===== src/rtl/coin_change_dispenser_pkg.sv =====
// rtl/coin_change_dispenser_pkg.sv - shared constants for the coin change dispenser
package coin_change_dispenser_pkg;

    localparam logic [2:0] ST_IDLE  = 3'd0;
    localparam logic [2:0] ST_SEL   = 3'd1;
    localparam logic [2:0] ST_EJECT = 3'd2;
    localparam logic [2:0] ST_GAP   = 3'd3;
    localparam logic [2:0] ST_FIN   = 3'd4;
    localparam logic [2:0] ST_FAULT = 3'd5;

    localparam int UNIT_100 = 1;
    localparam int UNIT_500 = 5;

    // Coffee price in 100-units, owned by the vending controller side.
    localparam int COFFEE_PRICE = 3;

    typedef enum logic {
        COIN_100 = 1'b0,
        COIN_500 = 1'b1
    } coin_e;

    function automatic int coin_units(coin_e coin);
        return (coin == COIN_500) ? UNIT_500 : UNIT_100;
    endfunction

endpackage


===== src/rtl/dispense_timer.sv =====
// rtl/dispense_timer.sv - loadable down-counter with zero flag, shared by eject and gap phases
module dispense_timer #(
    parameter int W = 4
) (
    input  logic         clk_i,
    input  logic         rst_i,
    input  logic         load_i,
    input  logic [W-1:0] load_val_i,
    input  logic         dec_i,
    output logic         zero_o
);

    logic [W-1:0] count_q;
    logic [W-1:0] count_d;

    always_comb begin
        count_d = count_q;
        if (load_i) begin
            count_d = load_val_i;
        end else if (dec_i && (count_q != '0)) begin
            count_d = count_q - 1'b1;
        end
    end

    always_ff @(posedge clk_i) begin
        if (rst_i) begin
            count_q <= '0;
        end else begin
            count_q <= count_d;
        end
    end

    assign zero_o = (count_q == '0);

endmodule


===== src/rtl/coin_change_dispenser.sv =====
// rtl/coin_change_dispenser.sv - pays a refund through the 500/100 coin hoppers, one coin at a time
module coin_change_dispenser
    import coin_change_dispenser_pkg::*;
#(
    parameter int AMT_W     = 4,
    parameter int PULSE_CYC = 2,
    parameter int GAP_CYC   = 1
) (
    input  logic             CLK,
    input  logic             RST,
    input  logic             REQ,
    input  logic [AMT_W-1:0] AMT,
    input  logic             E100,
    input  logic             E500,
    output logic             EJ100,
    output logic             EJ500,
    output logic             BUSY,
    output logic             DONE,
    output logic             ERR,
    output logic [AMT_W-1:0] REM,
    output logic [AMT_W-1:0] CNT
);

    // The timer runs to zero, so it is loaded with one less than the phase length.
    localparam logic [3:0]       PULSE_LD = 4'(PULSE_CYC - 1);
    localparam logic [3:0]       GAP_LD   = 4'(GAP_CYC - 1);
    localparam bit               HAS_GAP  = (GAP_CYC > 0);
    localparam logic [AMT_W-1:0] REM_500  = AMT_W'(UNIT_500);

    logic [2:0]       state_q, state_d;
    logic [AMT_W-1:0] rem_q, rem_d;
    logic [AMT_W-1:0] cnt_q, cnt_d;
    coin_e            coin_q, coin_d;
    logic             busy_q, busy_d;
    logic             done_q, done_d;
    logic             err_q, err_d;
    logic             ej100_q, ej100_d;
    logic             ej500_q, ej500_d;

    logic             tmr_load;
    logic [3:0]       tmr_val;
    logic             tmr_dec;
    logic             tmr_zero;

    dispense_timer #(
        .W (4)
    ) u_timer (
        .clk_i      (CLK),
        .rst_i      (RST),
        .load_i     (tmr_load),
        .load_val_i (tmr_val),
        .dec_i      (tmr_dec),
        .zero_o     (tmr_zero)
    );

    always_comb begin
        state_d  = state_q;
        rem_d    = rem_q;
        cnt_d    = cnt_q;
        coin_d   = coin_q;
        busy_d   = busy_q;
        done_d   = 1'b0;
        err_d    = err_q;
        ej100_d  = 1'b0;
        ej500_d  = 1'b0;
        tmr_load = 1'b0;
        tmr_val  = '0;
        tmr_dec  = 1'b0;

        case (state_q)
            ST_IDLE: begin
                busy_d = 1'b0;
                // A zero refund also passes through SEL, which routes it straight
                // to FIN, keeping DONE latency uniform with the coin path.
                if (REQ) begin
                    rem_d   = AMT;
                    cnt_d   = '0;
                    busy_d  = 1'b1;
                    state_d = ST_SEL;
                end
            end

            ST_SEL: begin
                if (rem_q == '0) begin
                    done_d  = 1'b1;
                    state_d = ST_FIN;
                end else if ((rem_q >= REM_500) && !E500) begin
                    coin_d   = COIN_500;
                    ej500_d  = 1'b1;
                    tmr_load = 1'b1;
                    tmr_val  = PULSE_LD;
                    state_d  = ST_EJECT;
                end else if (!E100) begin
                    coin_d   = COIN_100;
                    ej100_d  = 1'b1;
                    tmr_load = 1'b1;
                    tmr_val  = PULSE_LD;
                    state_d  = ST_EJECT;
                end else begin
                    err_d   = 1'b1;
                    state_d = ST_FAULT;
                end
            end

            ST_EJECT: begin
                if (tmr_zero) begin
                    rem_d = rem_q - AMT_W'(coin_units(coin_q));
                    cnt_d = cnt_q + 1'b1;
                    if (HAS_GAP) begin
                        tmr_load = 1'b1;
                        tmr_val  = GAP_LD;
                        state_d  = ST_GAP;
                    end else begin
                        state_d = ST_SEL;
                    end
                end else begin
                    ej100_d = (coin_q == COIN_100);
                    ej500_d = (coin_q == COIN_500);
                    tmr_dec = 1'b1;
                end
            end

            ST_GAP: begin
                if (tmr_zero) begin
                    state_d = ST_SEL;
                end else begin
                    tmr_dec = 1'b1;
                end
            end

            ST_FIN: begin
                busy_d  = 1'b0;
                state_d = ST_IDLE;
            end

            ST_FAULT: begin
                err_d  = 1'b1;
                busy_d = 1'b1;
            end

            default: begin
                busy_d  = 1'b0;
                state_d = ST_IDLE;
            end
        endcase
    end

    always_ff @(posedge CLK) begin
        if (RST) begin
            state_q <= ST_IDLE;
            rem_q   <= '0;
            cnt_q   <= '0;
            coin_q  <= COIN_100;
            busy_q  <= 1'b0;
            done_q  <= 1'b0;
            err_q   <= 1'b0;
            ej100_q <= 1'b0;
            ej500_q <= 1'b0;
        end else begin
            state_q <= state_d;
            rem_q   <= rem_d;
            cnt_q   <= cnt_d;
            coin_q  <= coin_d;
            busy_q  <= busy_d;
            done_q  <= done_d;
            err_q   <= err_d;
            ej100_q <= ej100_d;
            ej500_q <= ej500_d;
        end
    end

    assign EJ100 = ej100_q;
    assign EJ500 = ej500_q;
    assign BUSY  = busy_q;
    assign DONE  = done_q;
    assign ERR   = err_q;
    assign REM   = rem_q;
    assign CNT   = cnt_q;

endmodule


===== config.mk =====
export PLATFORM = sky130hd
export DESIGN_NAME = coin_change_dispenser
export DESIGN_NICKNAME = d
export VERILOG_FILES = /design/src/rtl/coin_change_dispenser_pkg.sv /design/src/rtl/dispense_timer.sv /design/src/rtl/coin_change_dispenser.sv
export SDC_FILE = /design/constraint.sdc
export NUM_CORES = 1
export LEC_CHECK = 0
export BUFFER_PORTS_ARGS = -buffer_cell sky130_fd_sc_hd__buf_2
export CORE_UTILIZATION = 49
export DETAILED_ROUTE_END_ITERATION = 10
export PLACE_DENSITY = 0.8
export SYNTH_ARGS = -nofsm -noshare
export SYNTH_HDL_FRONTEND = slang
export SYNTH_SLANG_ARGS = --single-unit

===== constraint.sdc =====
create_clock -name CLK -period 1.8 [get_ports CLK]
set_clock_uncertainty 0.05 [all_clocks]
set_input_delay 0.36 -clock CLK [delete_from_list [all_inputs] [get_ports CLK]]
set_output_delay 0.36 -clock CLK [all_outputs]
set_load 0.01 [all_outputs]

==> results of run 1 <==
==> worst max-delay path by stage <==
| stage | from | end | slack, ps | cells past startpoint |
|---|---|---|---|---|
| floorplan | REM[1]$_SDFFE_PP0P_ | u_timer.count_q[3]$_SDFFE_PP0P_ | 90 | 6 |
| global placement | u_timer.count_q[0]$_SDFFE_PP0P_ | u_timer.count_q[3]$_SDFFE_PP0P_ | 140 | 6 |
| detailed placement | u_timer.count_q[0]$_SDFFE_PP0P_ | u_timer.count_q[3]$_SDFFE_PP0P_ | 40 | 6 |
| CTS | u_timer.count_q[0]$_SDFFE_PP0P_ | u_timer.count_q[3]$_SDFFE_PP0P_ | 10 | 6 |
| global route | REM[0]$_SDFFE_PP0P_ | u_timer.count_q[3]$_SDFFE_PP0P_ | 7 | 6 |
| finish | u_timer.count_q[1]$_SDFFE_PP0P_ | u_timer.count_q[3]$_SDFFE_PP0P_ | 80 | 6 |
==> final cells by class <==
| type | instances | share of cell area |
|---|---|---|
| Inverter | 9 | 0.0236 |
| Tap cell | 28 | 0.0245 |
| Sequential cell | 21 | 0.296 |
| Multi-Input combinational cell | 106 | 0.538 |
| Timing Repair Buffer | 26 | 0.0997 |
| Clock buffer | 4 | 0.0184 |
==> metrics by stage <==
step	instance area (µm²)	power [mW]	cells
6_report	1430	1.31	194
5_1_grt	1430	1.38	194
4_1_cts	1400	1.27	194
3_5_place_dp	1370	1.04	190
3_3_place_gp	1370	1.02	190
2_1_floorplan	1230	0.913	142
==> critical path: cells and delay by family (launching register included) <==
family	cells	cell delay, ps
adders and majority gates	1	200
and+or+nand+nor	2	590
AOI/OAI and AO/OA	1	270
buffers and inverters	1	90
DFF	1	350
xor gates and xnor gates	1	70
==> sequential cells by signal, summed over array words and instances (netlist names) <==
signal,flops
coin_q,1
EJ500,1
u_timer.count_q,4
CNT,4
BUSY,1
ERR,1
EJ100,1
state_q,3
DONE,1
REM,4
==> power by group through the flow <==
stage	Combinational [mW]	Clock, mW	Sequential (mW)
2_1_floorplan	0.334	0	0.579
3_3_place_gp	0.446	0	0.573
3_5_place_dp	0.463	0	0.577
4_1_cts	0.466	0.233	0.567
5_1_grt	0.549	0.250	0.579
6_report	0.503	0.232	0.570
==> synth_stat cells (2+ instances only) <==
master / instances / area share
nor3b_1: 3 / 0.018
nor2b_1: 4 / 0.020
dfxtp_1: 21 / 0.34
nor4b_1: 2 / 0.014
o211ai_1: 3 / 0.018
a211oi_1: 7 / 0.043
nand3_1: 3 / 0.012
o21ai_0: 7 / 0.029
ha_1: 7 / 0.071
nor2_1: 12 / 0.037
clkbuf_1: 2 / 0.0061
nor3_1: 7 / 0.029
nand2_1: 3 / 0.0092
o21ai_1: 2 / 0.0082
a21oi_1: 14 / 0.057
nand2b_1: 2 / 0.010
buf_2: 2 / 0.0082
or3b_2: 2 / 0.014
inv_1: 9 / 0.028
xor2_1: 4 / 0.029
nand4b_1: 2 / 0.014
==> cells by family after synthesis <==
group,Yosys count
AO/OA/AOI/OAI,40
XOR/XNOR,4
adder cells (fa/ha/maj),7
buffers and inverters,15
flip-flops,21
multiplexers,1
AND/OR/NAND/NOR,54
==> timing repair <==
action,CTS,global route
hold buffers,0,0
resized for setup,0,8
endpoints found under the setup margin,0,4
==> per-layer routing <==
metal,up-vias,track usage,share of wire
met1,551,0.278,0.42
met3,6,0.0439,0.060
met4,0,0.126,0.012
li1,564,-,-
met2,51,0.389,0.50
met5,-,0,0
==> results by group, run 1 <==
Outcome
  • Status: finished clean

Layout
  • Fin util: 0.628
  • Flip-flop and latch area: 423 µm²
  • Multi-input gate area: between 700 and 800 µm²
  • Layout area overhead: 16.5%
  • Commonest non-fill, non-tap cells in the layout: buf_2 (21), dfxtp_1 (19), a21oi_1 (14)
  • Number of fill cells in the layout: 178
  • N_diodes: 0
  • Nets: 183
  • Commonest non-fill, non-tap cell in the layout: buf_2
  • Share of layout cells above drive strength 1: 0.289

Pwr
  • Combinational share of power: 0.386
  • Leakage: just under 0.6 nW
  • PwrDens: between 900 and 1000 nW/µm²
  • P_int: between 0.8 and 0.9 mW
  • Flop pwr share: 0.437
  • Max IR drop VDD: approximately 690 µV
  • Net Switching: 0.490 mW
  • Sw Share: 0.375
  • Clock group share of total power: 0.178

Critical path
  • Crit-path max FO: 4
  • R2r setup slk: between 80 and 90 ps
  • Crit-path max cell delay: between 400 and 500 ps
  • Critical-path cell list: inv_1 > ha_2 > or4bb_4 > nand3_2 > xor2_1 > a2111oi_2
  • R2r endpoint: u_timer.count_q[3]$_SDFFE_PP0P_
  • Slowest cell on crit path: or4bb_4
  • R2R cell count: 6
  • Worst path arrival time: ~1900 ps
  • Crit start category: flop
  • Critical R2R Launch: u_timer.count_q[1]$_SDFFE_PP0P_
  • CP required: between 1500 and 2000 ps
  • Crit path capture type: flop
  • Setup Crit Path Kind: flop to flop

Drt
  • DR WL/cell: roughly 15 µm
  • Starting DRT DRC Count: just under 50
  • Detail Route Antenna Nets: 0
  • Final wirelength: between 2000 and 3000 µm
  • Via/cell ratio: just over 6
  • Via count: approximately 1200
  • First-pass DRT Iterations: 6
  • Residual DRC: 0

Clocking
  • Number of clock sinks: 21
  • Max clock buf depth: 2
  • Total CTS buffers: 3
  • Worst-path clk slew: around 120 ps
  • H-tree depth: 1
  • CTS tree: yes
  • Root Buffer: clkbuf_4
  • Post-CTS setup buffers: 0
  • Clock latency on the worst-skew pair: around 300 ps

Floorplanning
  • Die area: about 2700 µm²
  • # rows: 17
  • Core footprint: between 2000 and 2500 µm²
  • Chip width: 52.1 µm
  • Die H: around 52 µm
  • Io pins: 22
  • Initial Utilization: 0.539

Min path
  • Hold_sp: E100
  • Min-delay worst type: input pin to flop
  • WHS Path Cells: 2
  • Min-Delay Endpoint: EJ100$_SDFF_PP0_

Yosys
  • Yosys warning total: 0
  • Synthesized area: approximately 1200 µm²
  • Post-Synth XOR/XNOR Area: 0.0285
  • Synth cell types: 45
  • Avg Cell Area, Syn: between 8 and 9 µm²
  • Largest family of logic cells by synthesized area: simple AND/OR/NAND/NOR gates
  • Post-synthesis simple-gate area fraction: 0.282
  • Synth async-reset ratio: 0
  • Dominant synthesized flop cell: dfxtp_1
  • Post-synthesis compound-gate area fraction: 0.213
  • Post-Synthesis Cells: 142
  • Number of enable flip-flop cells after synthesis: 0
  • Syn_nets: about 160
  • Adder-cell share of the synthesized area: 0.0714
  • Mux cell area share after synthesis: 0.00815
  • Seq/Total Area, Yosys: 0.343
  • Synthesized flop and latch total: 21

Timing
  • Sum Neg Setup Slack: 0 ps
  • Slew Limit Fails: 0
  • Slew HR: 0.675
  • Final Cycle Share: 0.955
  • Setup ws final: 81.3 ps
  • Fmax: 582 MHz
  • Worst hold margin: between 200 and 300 ps
  • Final Hold Fails: 0
  • Crit path time final: 1720 ps
  • RSZ-0062 raised after global routing: false
  • Setup violations, final: 0
  • Least-Margin Pin Slew: slightly below 500 ps

GRT
  • Initial antenna violation count: 0
  • Grt ovf: 0
  • Pin count of the biggest net entering global routing: 17
  • Global-route wire length before repair: ~4700 µm
  • GRT Overall Usage: 0.233
  • Number of global-route vias before repair: 1084

Flow run
  • Max-cap violations: 0

Place
  • Port Buffers: 21
  • Gp weighted congestion: 0.939
  • Post-detail-place hpwl: 2100 µm
  • Pre-CTS setup slack: 44.4 ps
(Power assumes the default switching activity.)
==> run 2, diff against run 1 <==
- CORE_UTILIZATION: 49 -> 54
- PLACE_DENSITY: 0.8 -> 0.77
- SYNTH_HIERARCHICAL: not set -> 1
- clock period: 1.8 -> 1.7 ns (I/O delays scaled with it)
==> run 2 against run 1 <==
Against the previous run: critical path depth is 3 higher; the flow now finishes with violations (setup timing); largest power group is now combinational logic; clock-buffer cell count unchanged; worst setup slack got worse by 500 ps; synthesized cell count is 4.2% higher; non-clock buffer count increased by 40; hold slack gained 13 ps; flip-flop and latch count unchanged; design area grew 35%; register-to-register slack got worse by 500 ps.
==> results by group, run 2 <==
Timing
  • Setup violations, final: 14 (+14)
  • RSZ-0062 raised after global routing: true
  • Setup ws final: -422 ps (-504 ps)
  • Fmax: 471 MHz (-19%)
  • Crit path time final: 2120 ps (+404 ps)
  • Sum Neg Setup Slack: -4460 ps (-4460 ps)
  • Worst hold margin: 264 ps (+12.7 ps)
  • Final Cycle Share: 1.25 (+0.294)
  • Slew Limit Fails: 0 (unchanged)
  • Final Hold Fails: 0 (unchanged)

Min path
  • WHS Path Cells: 3 (+1)
  • Min-delay worst type: input pin to flop

Pwr
  • Leakage: 0.840 nW (+43%)
  • Max IR drop VDD: 892 µV (+29%)
  • P_int: 1.44 mW (+77%)
  • Net Switching: 1.03 mW (+110%)
  • Sw Share: 0.418 (+0.0425)
  • Combinational share of power: 0.632 (+0.246)
  • PwrDens: 1280 nW/µm² (+40%)
  • Power consumption: 2.48 mW (+90%)
  • Flop pwr share: 0.265 (-0.172)
  • Clock group share of total power: 0.103 (-0.075)

Drt
  • First-pass DRT Iterations: 4 (-2)
  • DR WL/cell: 20.2 µm (+35%)
  • Via count: 1515 (+29%)
  • Detail Route Antenna Nets: 0 (unchanged)
  • Via/cell ratio: 6.26 (+3.6%)
  • Starting DRT DRC Count: 90 (+84%)
  • Residual DRC: 0 (unchanged)
  • Final wirelength: 4890 µm (+69%)

Clocking
  • Root Buffer: clkbuf_4
  • Max clock buf depth: 2 (unchanged)
  • H-tree depth: 1 (unchanged)
  • Worst-path clk slew: 130 ps (about the same)
  • Total CTS buffers: 3 (unchanged)
  • CTS tree: yes
  • Clock latency on the worst-skew pair: 320 ps (+20 ps)
  • Number of clock sinks: 21 (unchanged)

Yosys
  • Top cells by area, synth: dfxtp_1 (34%), nor2_1 (5.7%), ha_1 (5.0%)
  • Avg Cell Area, Syn: 8.43 µm² (-2.5%)
  • Synth top cells by count: dfxtp_1 (21), nor2_1 (19), inv_1 (11)
  • Synth cell types: 44 (-2.2%)
  • Dominant synthesized flop cell: dfxtp_1
  • Post-Synthesis Cells: 148 (+4.2%)
  • Synthesized flop and latch total: 21 (unchanged)
  • Synth top area share: 0.337 (-0.00550)
  • Yosys warning total: 6 (+6)
  • Synthesized area: 1250 µm² (+1.6%)
  • Cell taking the most area after synthesis: dfxtp_1
  • Seq/Total Area, Yosys: 0.337 (-0.00550)
  • Number of enable flip-flop cells after synthesis: 0 (unchanged)
  • Synth async-reset ratio: 0 (unchanged)
  • Count leader, synth: dfxtp_1

GRT
  • Global-route wire length before repair: 6410 µm (+37%)
  • Pin count of the biggest net entering global routing: 13 (-4)
  • Grt ovf: 0 (unchanged)
  • GRT Overall Usage: 0.349 (+0.115)
  • Number of global-route vias before repair: 1382 (+27%)
  • Initial antenna violation count: 0 (unchanged)

Critical path
  • Crit-path max FO: 4 (unchanged)
  • R2R cell count: 9 (+3)
  • CP required: 1860 ps (-100 ps)
  • Crit path capture type: flop
  • Worst path arrival time: 2280 ps (+400 ps)
  • Setup Crit Path Kind: flop to flop
  • Crit start category: flop

Outcome
  • Status: complete, but fails checks
  • Failing checks: setup timing

Floorplanning
  • # rows: 17 (unchanged)
  • Io pins: 22 (unchanged)
  • Initial Utilization: 0.569 (+0.0301)
  • Chip width: 50.1 µm (-3.8%)
  • Die area: 2510 µm² (-7.5%)
  • Core footprint: 2190 µm² (-3.7%)
  • Die H: 50.1 µm (-3.8%)

Layout
  • Commonest non-fill, non-tap cell in the layout: buf_4
  • Finished layout cell area: 1940 µm² (+35%)
  • Layout area overhead: 55.2%
  • N_diodes: 0 (unchanged)
  • Commonest non-fill, non-tap cells in the layout: buf_4 (38), buf_2 (21), dfxtp_1 (15), nor2_1 (15)
  • Nets: 229 (+25%)
  • Share of layout cells above drive strength 1: 0.537 (+0.248)

Place
  • Post-place instance area: 1650 µm² (+20%)
  • Port Buffers: 21 (unchanged)
  • Post-detail-place hpwl: 2250 µm (+7.0%)
  • Gp weighted congestion: 0.879 (-6.4%)
  • Pre-CTS setup slack: -383 ps (-427 ps)

Flow run
  • Max-cap violations: 0 (unchanged)
-- run 2: final cells by class --
type	count	area [µm²]
fillers	84	255
inverters	11	46.3
well taps	28	35.0
clock buffers	4	26.3
repair buffers	66	495
flip-flops and latches	21	433
multi-input cells	112	900
-- run 2: final timing paths --
| path | from | slack (ps) | to |
|---|---|---|---|
| setup reg to reg | u_timer/count_q[1]$_SDFFE_PP0P_ | -420 | u_timer/count_q[1]$_SDFFE_PP0P_ |
| setup / recovery | u_timer/count_q[1]$_SDFFE_PP0P_ | -420 | u_timer/count_q[1]$_SDFFE_PP0P_ |
| hold reg to reg | coin_q$_SDFFE_PP0P_ | 470 | coin_q$_SDFFE_PP0P_ |
| hold / removal | AMT[0] | 260 | REM[0]$_SDFFE_PP0P_ |
-- run 2: repair_timing --
item | 4_1_cts | 5_1_grt
gates cloned | 0 | 1
pin swaps | 19 | 15
hold endpoints to repair | 0 | 0
gates resized for setup | 21 | 27
setup buffers | 6 | 8
hold buffers | 0 | 0
setup endpoints to repair | 15 | 17
-- run 2: kinds of logic after synthesis --
group | Yosys count | share of synthesized area
and+or+nand+nor | 60 | 0.273
AOI/OAI and AO/OA | 38 | 0.219
DFF | 21 | 0.337
buffers and inverters | 17 | 0.0732
adders and majority gates | 5 | 0.0502
xor gates and xnor gates | 3 | 0.0211
muxes | 3 | 0.0241
other | 1 | 0.00301
-- run 2: metal layers --
metal  global-route usage  up-vias  wire length, µm
li1                     -      652                -
met1                0.419      720             1950
met2                0.598      108             2300
met3               0.0340       35              387
met4                0.190        0              257
met5                    0        -                0
-- run 2: power groups by stage --
| stage | Combinational [mW] | Clock [mW] | Sequential [mW] |
|---|---|---|---|
| after detailed placement | 1.12 | 0 | 0.645 |
| after floorplan | 0.656 | 0 | 0.657 |
| after global placement | 1.09 | 0 | 0.639 |
| after global routing | 1.63 | 0.277 | 0.662 |
| final | 1.56 | 0.256 | 0.656 |
| after CTS | 1.25 | 0.251 | 0.637 |
-- run 2: critical path: stages, from the launching register on --
cell and delay (ps):
dfxtp_2 350, inv_2 90, ha_4 140, or3b_4 400
inv_4 90, mux2i_4 70, or2_4 250, o21ai_4 240
a2111oi_4 50, a311o_1 280
-- run 2: stage by stage --
step,cells,util
after CTS,236,0.818
final,242,0.883
after global placement,227,0.754
after global routing,242,0.883
after floorplan,150,-
after detailed placement,227,0.754
==> run 3, diff against run 2 <==
- GPL_TIMING_DRIVEN: not set -> 0
==> run 3 against run 2 <==
Against the previous run: combinational power is 23% lower; clock power barely moved; largest cell class unchanged; the flow still finishes with violations (setup timing); flip-flop and latch count unchanged; hold slack got worse by 7.3 ps; highest routed layer unchanged; utilization is 11 points lower; clock-buffer cell count decreased by 1; sequential power down 1%.
==> results by group, run 3 (synthesis results as in run 2) <==
Outcome
  • Status: complete, but fails checks
  • Failing checks: setup timing

Pwr
  • Leakage: 0.712 nW (-15%)
  • Combinational share of power: 0.570 (-0.062)
  • Flop pwr share: 0.308 (+0.043)
  • PwrDens: 1240 nW/µm² (-3.4%)
  • Clock group share of total power: 0.122 (+0.019)
  • Sw Share: 0.412 (-0.00568)
  • Net Switching: 0.868 mW (-16%)
  • Max IR drop VDD: 920 µV (+3.1%)
  • P_int: 1.24 mW (-14%)

Timing
  • Slew HR: 0.601
  • RSZ-0062 raised after global routing: true
  • Least-Margin Pin Slew: 599 ps
  • Crit path time final: 2090 ps (-28.7 ps)
  • Slew Limit Fails: 0 (unchanged)
  • Final Hold Fails: 0 (unchanged)
  • Setup ws final: -394 ps (+28.7 ps)
  • Final Cycle Share: 1.23 (-0.0169)
  • Sum Neg Setup Slack: -2970 ps (+1490 ps)
  • Fmax: 478 MHz (+1.4%)
  • Worst hold margin: 256 ps (-7.30 ps)
  • Setup violations, final: 12 (-2)

Critical path
  • R2r setup slk: -390 ps (+30 ps)
  • Setup Crit Path Kind: flop to flop
  • CP required: 1870 ps (about the same)
  • R2R cell count: 9 (unchanged)
  • Critical R2R Launch: u_timer/count_q[0]$_SDFFE_PP0P_
  • Worst path arrival time: 2260 ps (-20 ps)
  • Crit path capture type: flop
  • Crit start category: flop
  • R2r endpoint: u_timer/count_q[1]$_SDFFE_PP0P_
  • Crit-path max FO: 4 (unchanged)

Drt
  • Via count: 1266 (-16%)
  • Starting DRT DRC Count: 33 (-63%)
  • Via/cell ratio: 5.86 (-6.4%)
  • Detail Route Antenna Nets: 0 (unchanged)
  • DR WL/cell: 15.1 µm (-25%)
  • First-pass DRT Iterations: 4 (unchanged)
  • Final wirelength: 3260 µm (-33%)
  • Residual DRC: 0 (unchanged)

Layout
  • Share of layout cells above drive strength 1: 0.436 (-0.101)
  • Non-filler cells, final: 216 (-11%)
  • Number of fill cells in the layout: 133 (+58%)
  • Commonest non-fill, non-tap cells in the layout: buf_2 (21), dfxtp_1 (18), nor2_1 (18)
  • N_diodes: 0 (unchanged)
  • Nets: 203 (-11%)
  • Fin util: 0.778 (-0.106)
  • Multi-input gate area: 901 µm² (+0.14%)
  • Commonest non-fill, non-tap cell in the layout: buf_2
  • Flip-flop and latch area: 424 µm² (-2.0%)
  • Layout area overhead: 36.6%

Clocking
  • Post-CTS Hold Buffers: 0 (unchanged)
  • Number of clock sinks: 21 (unchanged)
  • CTS tree: yes
  • Max clock buf depth: 2 (unchanged)
  • Worst-path clk slew: 130 ps (about the same)
  • H-tree depth: 1 (unchanged)
  • Root Buffer: clkbuf_4
  • Total CTS buffers: 3 (unchanged)
  • Clock latency on the worst-skew pair: 320 ps (about the same)

Min path
  • Min-delay worst type: input pin to flop
  • Hold_sp: AMT[1]
  • WHS Path Cells: 3 (unchanged)
  • Min-Delay Endpoint: REM[1]$_SDFFE_PP0P_

GRT
  • GRT Overall Usage: 0.276 (-0.0729)
  • Grt ovf: 0 (unchanged)
  • Number of global-route vias before repair: 1162 (-16%)
  • Pin count of the biggest net entering global routing: 13 (unchanged)
  • Initial antenna violation count: 0 (unchanged)
  • Global-route wire length before repair: 5210 µm (-19%)

Place
  • Placed Instances: 199 (-12%)
  • Post-detail-place hpwl: 1890 µm (-16%)
  • Port Buffers: 21 (unchanged)
  • Gp weighted congestion: 0.806 (-8.3%)

Flow run
  • Max-cap violations: 0 (unchanged)

Floorplanning
  • Io pins: 22 (unchanged)
  • Initial Utilization: 0.569 (unchanged)
  • Chip width: 50.1 µm (unchanged)
  • Core footprint: 2190 µm² (unchanged)
  • # rows: 17 (unchanged)
  • Die area: 2510 µm² (unchanged)
  • Die H: 50.1 µm (unchanged)
-- run 3: cell types whose count changed in the layout (fill, tap and decap cells not counted), moves of 2 or more --
cell	previous run	this run
buf_4	38	12
dfxtp_1	15	18
dfxtp_4	2	0
ha_2	2	0
nor2_4	2	0
nor2_1	15	18
-- run 3: timing repair --
item                       in CTS  in global routing
resized for setup              20                 16
setup endpoints to repair      14                 17
setup buffers                  13                  2
pin swaps                       5                 17
-- run 3: routing by layer --
metal  share of wire  GRT usage  vias to the layer above
li1                -          -                      603
met1            0.42      0.353                      594
met2            0.49      0.429                       54
met5               0          0                        -
met3           0.046     0.0309                       15
met4           0.038      0.186                        0
-- run 3: power groups by stage --
stage          Clock [mW]  Sequential [mW]  Combinational (mW)
2_1_floorplan           0            0.657               0.656
4_1_cts             0.261            0.644                1.07
5_1_grt             0.281            0.660                1.29
3_5_place_dp            0            0.650               0.845
6_report            0.256            0.649                1.20
3_3_place_gp            0            0.644               0.823
-- run 3: final cells by class --
type | count | area share
Tap cell | 28 | 0.0206
Multi-Input combinational cell | 112 | 0.529
Clock inverter | 1 | 0.00294
Timing Repair Buffer | 35 | 0.132
Sequential cell | 21 | 0.249
Clock buffer | 3 | 0.0132
Buffer | 5 | 0.0264
Inverter | 11 | 0.0272
-- run 3: how the worst max path moves through the flow --
stage	from	end	slack (ps)	cells after the start
finish	u_timer/count_q[0]$_SDFFE_PP0P_	u_timer/count_q[1]$_SDFFE_PP0P_	-390	9
global route	u_timer/count_q[0]$_SDFFE_PP0P_	u_timer/count_q[2]$_SDFFE_PP0P_	-460	9
CTS	u_timer/count_q[1]$_SDFFE_PP0P_	u_timer/count_q[1]$_SDFFE_PP0P_	-330	9
detailed placement	u_timer/count_q[1]$_SDFFE_PP0P_	u_timer/count_q[1]$_SDFFE_PP0P_	-650	10
global placement	u_timer/count_q[1]$_SDFFE_PP0P_	u_timer/count_q[1]$_SDFFE_PP0P_	-630	10
floorplan	u_timer/count_q[1]$_SDFFE_PP0P_	u_timer/count_q[1]$_SDFFE_PP0P_	-520	10
-- run 3: critical path, stage by stage (launching register included) --
cell and delay, ps:
dfxtp_2 350, inv_2 70, ha_4 130, or3b_4 390, inv_4 80, mux2i_4 70
or2_4 250, o21ai_4 220, nor3_2 80, a311o_1 310
-- run 3: metrics by stage --
step / total power [mW] / instance area (µm²) / setup WS, ps
detailed placement: 1.50 / 1440 / -655
floorplan: 1.31 / 1300 / -519
finish: 2.11 / 1700 / -394
global placement: 1.47 / 1440 / -626
CTS: 1.97 / 1620 / -328
global route: 2.24 / 1700 / -463
